### src/rtl/uart_tx.sv
// uart_tx: byte-wide transmit FIFO feeding an 8N1 serial transmitter.
// The bit period is round(CLK_FREQ/BAUD_RATE) clock cycles. The line output
// is registered and lags the FSM state by one cycle. This also gives the
// two-edge latency from an accepted byte to the start bit.
// Optional feature: define UART_TX_PARITY_EN to insert an even parity bit
// between the data bits and the stop bit (8E1, 11-bit frame). The default
// build (macro undefined) sends 8N1 frames of 10 bits.
module uart_tx #(
  parameter int CLK_FREQ   = 100000000,
  parameter int BAUD_RATE  = 115200,
  parameter int FIFO_DEPTH = 4
) (
  input  logic       clk_100m00,
  input  logic       uart_rst,
  input  logic [7:0] uart_wr_data,
  input  logic       uart_wr_valid,
  output logic       uart_wr_ready,
  output logic       uart_txd,
  output logic       tx_busy
);

  // Bit period in clock cycles, rounded to the nearest integer.
  localparam int DIV    = (CLK_FREQ + BAUD_RATE / 2) / BAUD_RATE;
  localparam int CNT_W  = (DIV > 1) ? $clog2(DIV) : 1;
  localparam int PTR_W  = $clog2(FIFO_DEPTH);
  localparam int FCNT_W = PTR_W + 1;
  localparam logic [CNT_W-1:0]  BIT_LAST  = CNT_W'(DIV - 1);
  localparam logic [FCNT_W-1:0] FIFO_FULL = FCNT_W'(FIFO_DEPTH);

  typedef enum logic [2:0] {IDLE, START, DATA, PARITY, STOP} state_t;

  // FIFO storage and bookkeeping
  logic [7:0]        fifo_mem [FIFO_DEPTH];
  logic [PTR_W-1:0]  wr_ptr_reg, rd_ptr_reg;
  logic [FCNT_W-1:0] count_reg, count_next;
  logic              ready_reg;
  logic              push, pop;
  logic              fifo_nonempty;

  // Transmitter state
  state_t            state_reg, state_next;
  logic [CNT_W-1:0]  baud_cnt_reg, baud_cnt_next;
  logic [2:0]        bit_cnt_reg, bit_cnt_next;
  logic [7:0]        shift_reg, shift_next;
  logic              txd_reg, txd_next;
  logic              bit_done;
`ifdef UART_TX_PARITY_EN
  logic              parity_reg;
`endif

  assign push          = uart_wr_valid && ready_reg;
  assign fifo_nonempty = (count_reg != '0);
  assign count_next    = count_reg + FCNT_W'(push) - FCNT_W'(pop);
  assign bit_done      = (baud_cnt_reg == BIT_LAST);

  // FIFO storage write; contents need no reset because the count governs validity
  always_ff @(posedge clk_100m00) begin
    if (push) begin
      fifo_mem[wr_ptr_reg] <= uart_wr_data;
    end
  end

  // FIFO pointers, occupancy and registered ready (ready reflects the count, never a same-cycle pop)
  always_ff @(posedge clk_100m00 or negedge uart_rst) begin
    if (!uart_rst) begin
      wr_ptr_reg <= '0;
      rd_ptr_reg <= '0;
      count_reg  <= '0;
      ready_reg  <= 1'b0;
    end else begin
      if (push) wr_ptr_reg <= wr_ptr_reg + PTR_W'(1);
      if (pop)  rd_ptr_reg <= rd_ptr_reg + PTR_W'(1);
      count_reg <= count_next;
      ready_reg <= (count_next < FIFO_FULL);
    end
  end

  // FSM and datapath registers; reset forces the line high immediately
  always_ff @(posedge clk_100m00 or negedge uart_rst) begin
    if (!uart_rst) begin
      state_reg    <= IDLE;
      baud_cnt_reg <= '0;
      bit_cnt_reg  <= '0;
      shift_reg    <= '0;
      txd_reg      <= 1'b1;
    end else begin
      state_reg    <= state_next;
      baud_cnt_reg <= baud_cnt_next;
      bit_cnt_reg  <= bit_cnt_next;
      shift_reg    <= shift_next;
      txd_reg      <= txd_next;
    end
  end

`ifdef UART_TX_PARITY_EN
  // Even parity of the byte is captured as it leaves the FIFO
  always_ff @(posedge clk_100m00 or negedge uart_rst) begin
    if (!uart_rst) begin
      parity_reg <= 1'b0;
    end else if (pop) begin
      parity_reg <= ^fifo_mem[rd_ptr_reg];
    end
  end
`endif

  // Next-state logic: bit timing, bit counting, and FIFO pops at frame boundaries
  always_comb begin
    state_next    = state_reg;
    baud_cnt_next = baud_cnt_reg;
    bit_cnt_next  = bit_cnt_reg;
    shift_next    = shift_reg;
    pop           = 1'b0;
    case (state_reg)
      IDLE: begin
        if (fifo_nonempty) begin
          pop           = 1'b1;
          shift_next    = fifo_mem[rd_ptr_reg];
          baud_cnt_next = '0;
          bit_cnt_next  = '0;
          state_next    = START;
        end
      end
      START: begin
        if (bit_done) begin
          baud_cnt_next = '0;
          state_next    = DATA;
        end else begin
          baud_cnt_next = baud_cnt_reg + CNT_W'(1);
        end
      end
      DATA: begin
        if (bit_done) begin
          baud_cnt_next = '0;
          shift_next    = {1'b0, shift_reg[7:1]};
          if (bit_cnt_reg == 3'd7) begin
            bit_cnt_next = '0;
`ifdef UART_TX_PARITY_EN
            state_next   = PARITY;
`else
            state_next   = STOP;
`endif
          end else begin
            bit_cnt_next = bit_cnt_reg + 3'd1;
          end
        end else begin
          baud_cnt_next = baud_cnt_reg + CNT_W'(1);
        end
      end
      PARITY: begin
        if (bit_done) begin
          baud_cnt_next = '0;
          state_next    = STOP;
        end else begin
          baud_cnt_next = baud_cnt_reg + CNT_W'(1);
        end
      end
      STOP: begin
        if (bit_done) begin
          baud_cnt_next = '0;
          // Back-to-back frames: the next start bit follows the stop bit directly
          if (fifo_nonempty) begin
            pop        = 1'b1;
            shift_next = fifo_mem[rd_ptr_reg];
            state_next = START;
          end else begin
            state_next = IDLE;
          end
        end else begin
          baud_cnt_next = baud_cnt_reg + CNT_W'(1);
        end
      end
      default: begin
        state_next = IDLE;
      end
    endcase
  end

  // Line level for the current state; registered one cycle later
  always_comb begin
    txd_next = 1'b1;
    case (state_reg)
      START:   txd_next = 1'b0;
      DATA:    txd_next = shift_reg[0];
`ifdef UART_TX_PARITY_EN
      PARITY:  txd_next = parity_reg;
`endif
      default: txd_next = 1'b1;
    endcase
  end

  assign uart_txd      = txd_reg;
  assign uart_wr_ready = ready_reg;
  assign tx_busy       = fifo_nonempty || (state_reg != IDLE);

endmodule

### config.mk
export PLATFORM = sky130hd
export DESIGN_NAME = uart_tx
export DESIGN_NICKNAME = d
export VERILOG_FILES = /design/src/rtl/uart_tx.sv
export SDC_FILE = /design/constraint.sdc
export NUM_CORES = 1
export LEC_CHECK = 0
export ABC_CLOCK_PERIOD_IN_PS = 2850
export CORE_ASPECT_RATIO = 0.7
export CORE_MARGIN = 8
export CORE_UTILIZATION = 55
export CTS_BUF_LIST = sky130_fd_sc_hd__clkbuf_4
export DETAILED_ROUTE_END_ITERATION = 10
export GPL_TIMING_DRIVEN = 0
export PLACE_DENSITY = 0.74
export RECOVER_POWER = 50
export SLEW_MARGIN = 40
export SYNTH_ARGS = -nofsm -noshare
export SYNTH_HDL_FRONTEND = slang
export SYNTH_SLANG_ARGS = --single-unit
### constraint.sdc
create_clock -name clk_100m00 -period 2.85 [get_ports clk_100m00]
set_input_delay 0.285 -clock clk_100m00 [delete_from_list [all_inputs] [get_ports clk_100m00]]
set_output_delay 0.285 -clock clk_100m00 [all_outputs]
set_load 0.005 [all_outputs]
==> impl_metrics.py <==
metrics = {
    "outcome": {
        "status": "completed",
    },
    "synthesis": {
        "yosysUniqueCellTypes": 54,
        "synth_top_area_cell": "edfxtp_1",
        "synth-seq-area-share_pct": 58.4,
        "synthTopCellsByCount": "dfrtp_1, edfxtp_1, nand2_1",
        "ys_ff_latch": 65,
        "synthCells": 220,
        "synth_area_um2": 3060,
        "synth-edff-count": 32,
        "synth_area_leaders": "edfxtp_1, dfrtp_1, mux4_2",
        "async_reset_ff_share_pct": 50.8,
        "syn-num-nets": 241,
        "avgSynthCellArea_um2": 13.9,
        "synth_top_area_share_pct": 31.4,
        "yosysWarningCount": 0,
        "synth_ff_type": "edfxtp_1",
    },
    "clock_network": {
        "h-tree-depth": 3,
        "cts_root_buf": "clkbuf_4",
        "clkSinkCount": 65,
        "cts_tree": "built",
        "clock_latency_ns": 0.40,
        "path_clk_slew_ns": 0.11,
        "cts_made_buffers": 9,
        "cts_buffer_depth": 2,
    },
    "timing": {
        "worst_pin_slew_ns": 0.985,
        "clock_skew_ns": 0.0136,
        "fmax_ghz": 0.374,
        "slew_headroom_pct": 34.3,
        "layout_min_cycle_time_ns": 2.67,
        "fin_crit_sh_pct": 93.8,
        "slew_viol_final": 0,
        "hold_viol": 0,
        "rsz0062_at_grt": "false",
        "setup_viol": 0,
    },
    "critical_path": {
        "crit_chain": "ha_1, nor3b_4, nand3_4, a21oi_4, ha_1, inv_1, ha_1, fa_1, xnor2_1, xnor2_1, inv_1",
        "cp-start-kind": "flop",
        "timing.critical_path.from": "baud_cnt_reg[0]",
        "r2r_cells": 11,
        "rrSetupSlack_ns": 0.18,
        "crit_buf_inv": 2,
        "crit_family": "adder cells",
        "r2r-start": "baud_cnt_reg[0]",
        "r2r_end": "count_reg[2]",
        "path_common_cell": "ha_1",
        "cp.depth": 11,
        "crit_type": "reg2reg",
        "critical_path.max_stage_delay_ns": 0.40,
        "cp_slowest_cell": "dfrtp_1",
        "crit_fanout": 6,
        "critPathRequiredTime_ns": 3.14,
        "endpoint_kind": "flop",
        "cp.arrival_ns": 2.96,
        "endpoint": "count_reg[2]",
    },
    "place": {
        "gp_congestion": 0.799,
        "dp_cells": 306,
        "port_buffers": 13,
        "hpwl_mm": 3.82,
    },
    "die": {
        "die_area_um2": 8250,
        "rows": 22,
        "die-width_um": 105,
        "die_y_um": 78.4,
        "core_area_um2": 5310,
        "num_io_pins": 14,
        "initial_core_util_pct": 57.7,
    },
    "global_route": {
        "antenna_found_initial": 0,
        "grt_pass1_vias": 1873,
        "grt_pass1_wl_mm": 9.27,
        "grt_overflow": 0,
        "grt_max_degree": 20,
        "grtUsageTotal_pct": 14.3,
    },
    "route": {
        "detail_route.iter0.violations": 123,
        "viasPerCell": 5.67,
        "ant_nets": 0,
        "wl_mm": 5.39,
        "wire_per_inst_um": 16.5,
        "vias": 1850,
        "first_pass_iters": 4,
        "drc": 0,
    },
    "layout": {
        "fillers": 392,
        "area_delta_synth_final_pct": 13.2,
        "drive_gt1_share_pct": 23.6,
        "utilization_pct": 65.3,
        "nNetsFinal": 270,
        "num_antenna_cells": 0,
        "largest_register_ffs": 32,
        "fin_cells": 326,
    },
    "flow_run": {
        "maxCapViolations": 0,
    },
    "hold_path": {
        "worstHoldPathType": "in2async",
    },
    "power": {
        "powerDensity_nw_per_um2": 461,
        "cellLeakagePower_uw": 0.00128,
        "vdd_drop_max_v": 0.000357,
    },
}
-- worst register-to-register path, cell delays in order (launching register included) --
cell and delay [ns]:
dfrtp_1 0.40, ha_1 0.22, nor3b_4 0.36, nand3_4 0.17, a21oi_4 0.21, ha_1 0.16
inv_1 0.04, ha_1 0.18, fa_1 0.38, xnor2_1 0.15, xnor2_1 0.22, inv_1 0.06
-- metrics by stage --
| step | total power [uW] | TNS, ns | hold WS, ns | worst slack (ns) | instance area [um2] |
|---|---|---|---|---|---|
| 4_1_cts | 1620 | 0 | 0.324 | 0.0115 | 3460 |
| 3_3_place_gp | 1030 | 0 | 0.494 | 0.0961 | 3280 |
| 3_5_place_dp | 1040 | -0.000862 | 0.232 | -0.000862 | 3310 |
| 5_1_grt | 1660 | 0 | 0.556 | 0.00786 | 3470 |
| 6_report | 1600 | 0 | 0.468 | 0.175 | 3470 |
| 2_1_floorplan | 1000 | 0 | -0.0106 | 0.373 | 3060 |
-- cell usage in the layout, fill, tap and decap left out, types with 3 or more instances in the layout --
cell             synthesis  layout
nand2_1                 16      16
edfxtp_1                32      32
dfrtp_1                 32      32
o21ai_0                  5       5
xnor2_1                  3       3
nand4_1                  4       4
ha_1                     9       9
a21oi_1                  9       9
and3_1                   4       4
nand3_1                 11      10
or3_1                    5       5
mux4_2                   8       8
clkdlybuf4s50_1          0       4
mux2_2                   8       8
buf_4                    2       5
clkbuf_1                 2       4
inv_1                    9       9
o211ai_1                 3       3
dlygate4sd3_1            0       9
xor2_1                   3       3
mux2_4                   7       7
nor2_1                   5       5
clkbuf_4                 0      10
buf_2                    3       3
-- layout make-up --
type                            count  area, um2  share of cell area, %
Clock inverter                      6       58.8                   1.70
Sequential cell                    65       1790                   51.6
Buffer                              9       46.3                   1.34
Timing Repair Buffer               18        160                   4.62
Multi-Input combinational cell    137       1210                   35.0
Inverter                            9       33.8                  0.974
Tap cell                           72       90.1                   2.60
Clock buffer                       10       75.1                   2.17
-- kinds of logic (layout without fill, tap and decap cells) --
group           after synthesis  count (layout)  synth area share [%]
compound gates               33              33                  7.68
simple gates                 64              64                  12.7
buf+inv                      18              52                  2.61
mux                          24              24                  12.6
xor+xnor                      6               6                  1.72
fa+ha+maj                    10              10                  4.33
flops                        65              65                  58.4
-- routing by layer --
| layer | part of all wire, % | global-route usage, % |
|---|---|---|
| met2 | 43 | 19.7 |
| met1 | 52 | 20.2 |
| met3 | 4.4 | 5.87 |
| met4 | 0.63 | 3.69 |
| met5 | 0 | 0 |
-- timing repair --
item                       4_1_cts  5_1_grt
hold buffers                     1        0
gates resized for setup          1        2
hold endpoints to repair        13        0
pin swaps                        1        0
setup buffers                    0        3
setup endpoints to repair        1        2
-- worst min path at each step --
stage / end / slack, ns / cells past startpoint
2_1_floorplan: baud_cnt_reg[0] / -0.01 / 0
3_3_place_gp: shift_reg[6] / 0.49 / 1
3_5_place_dp: shift_reg[2] / 0.23 / 1
4_1_cts: shift_reg[2] / 0.32 / 2
5_1_grt: baud_cnt_reg[0] / 0.56 / 1
6_report: shift_reg[2] / 0.47 / 2
-- power by group --
| part | switching (uW) | leakage, uW | internal (uW) | total (uW) |
|---|---|---|---|---|
| combinational | 15.3 | 0.000518 | 10.2 | 25.5 |
| sequential | 0 | 0.000696 | 985 | 985 |
| clock | 317 | 0.0000698 | 271 | 589 |
Power figures use the tool's default switching activity.
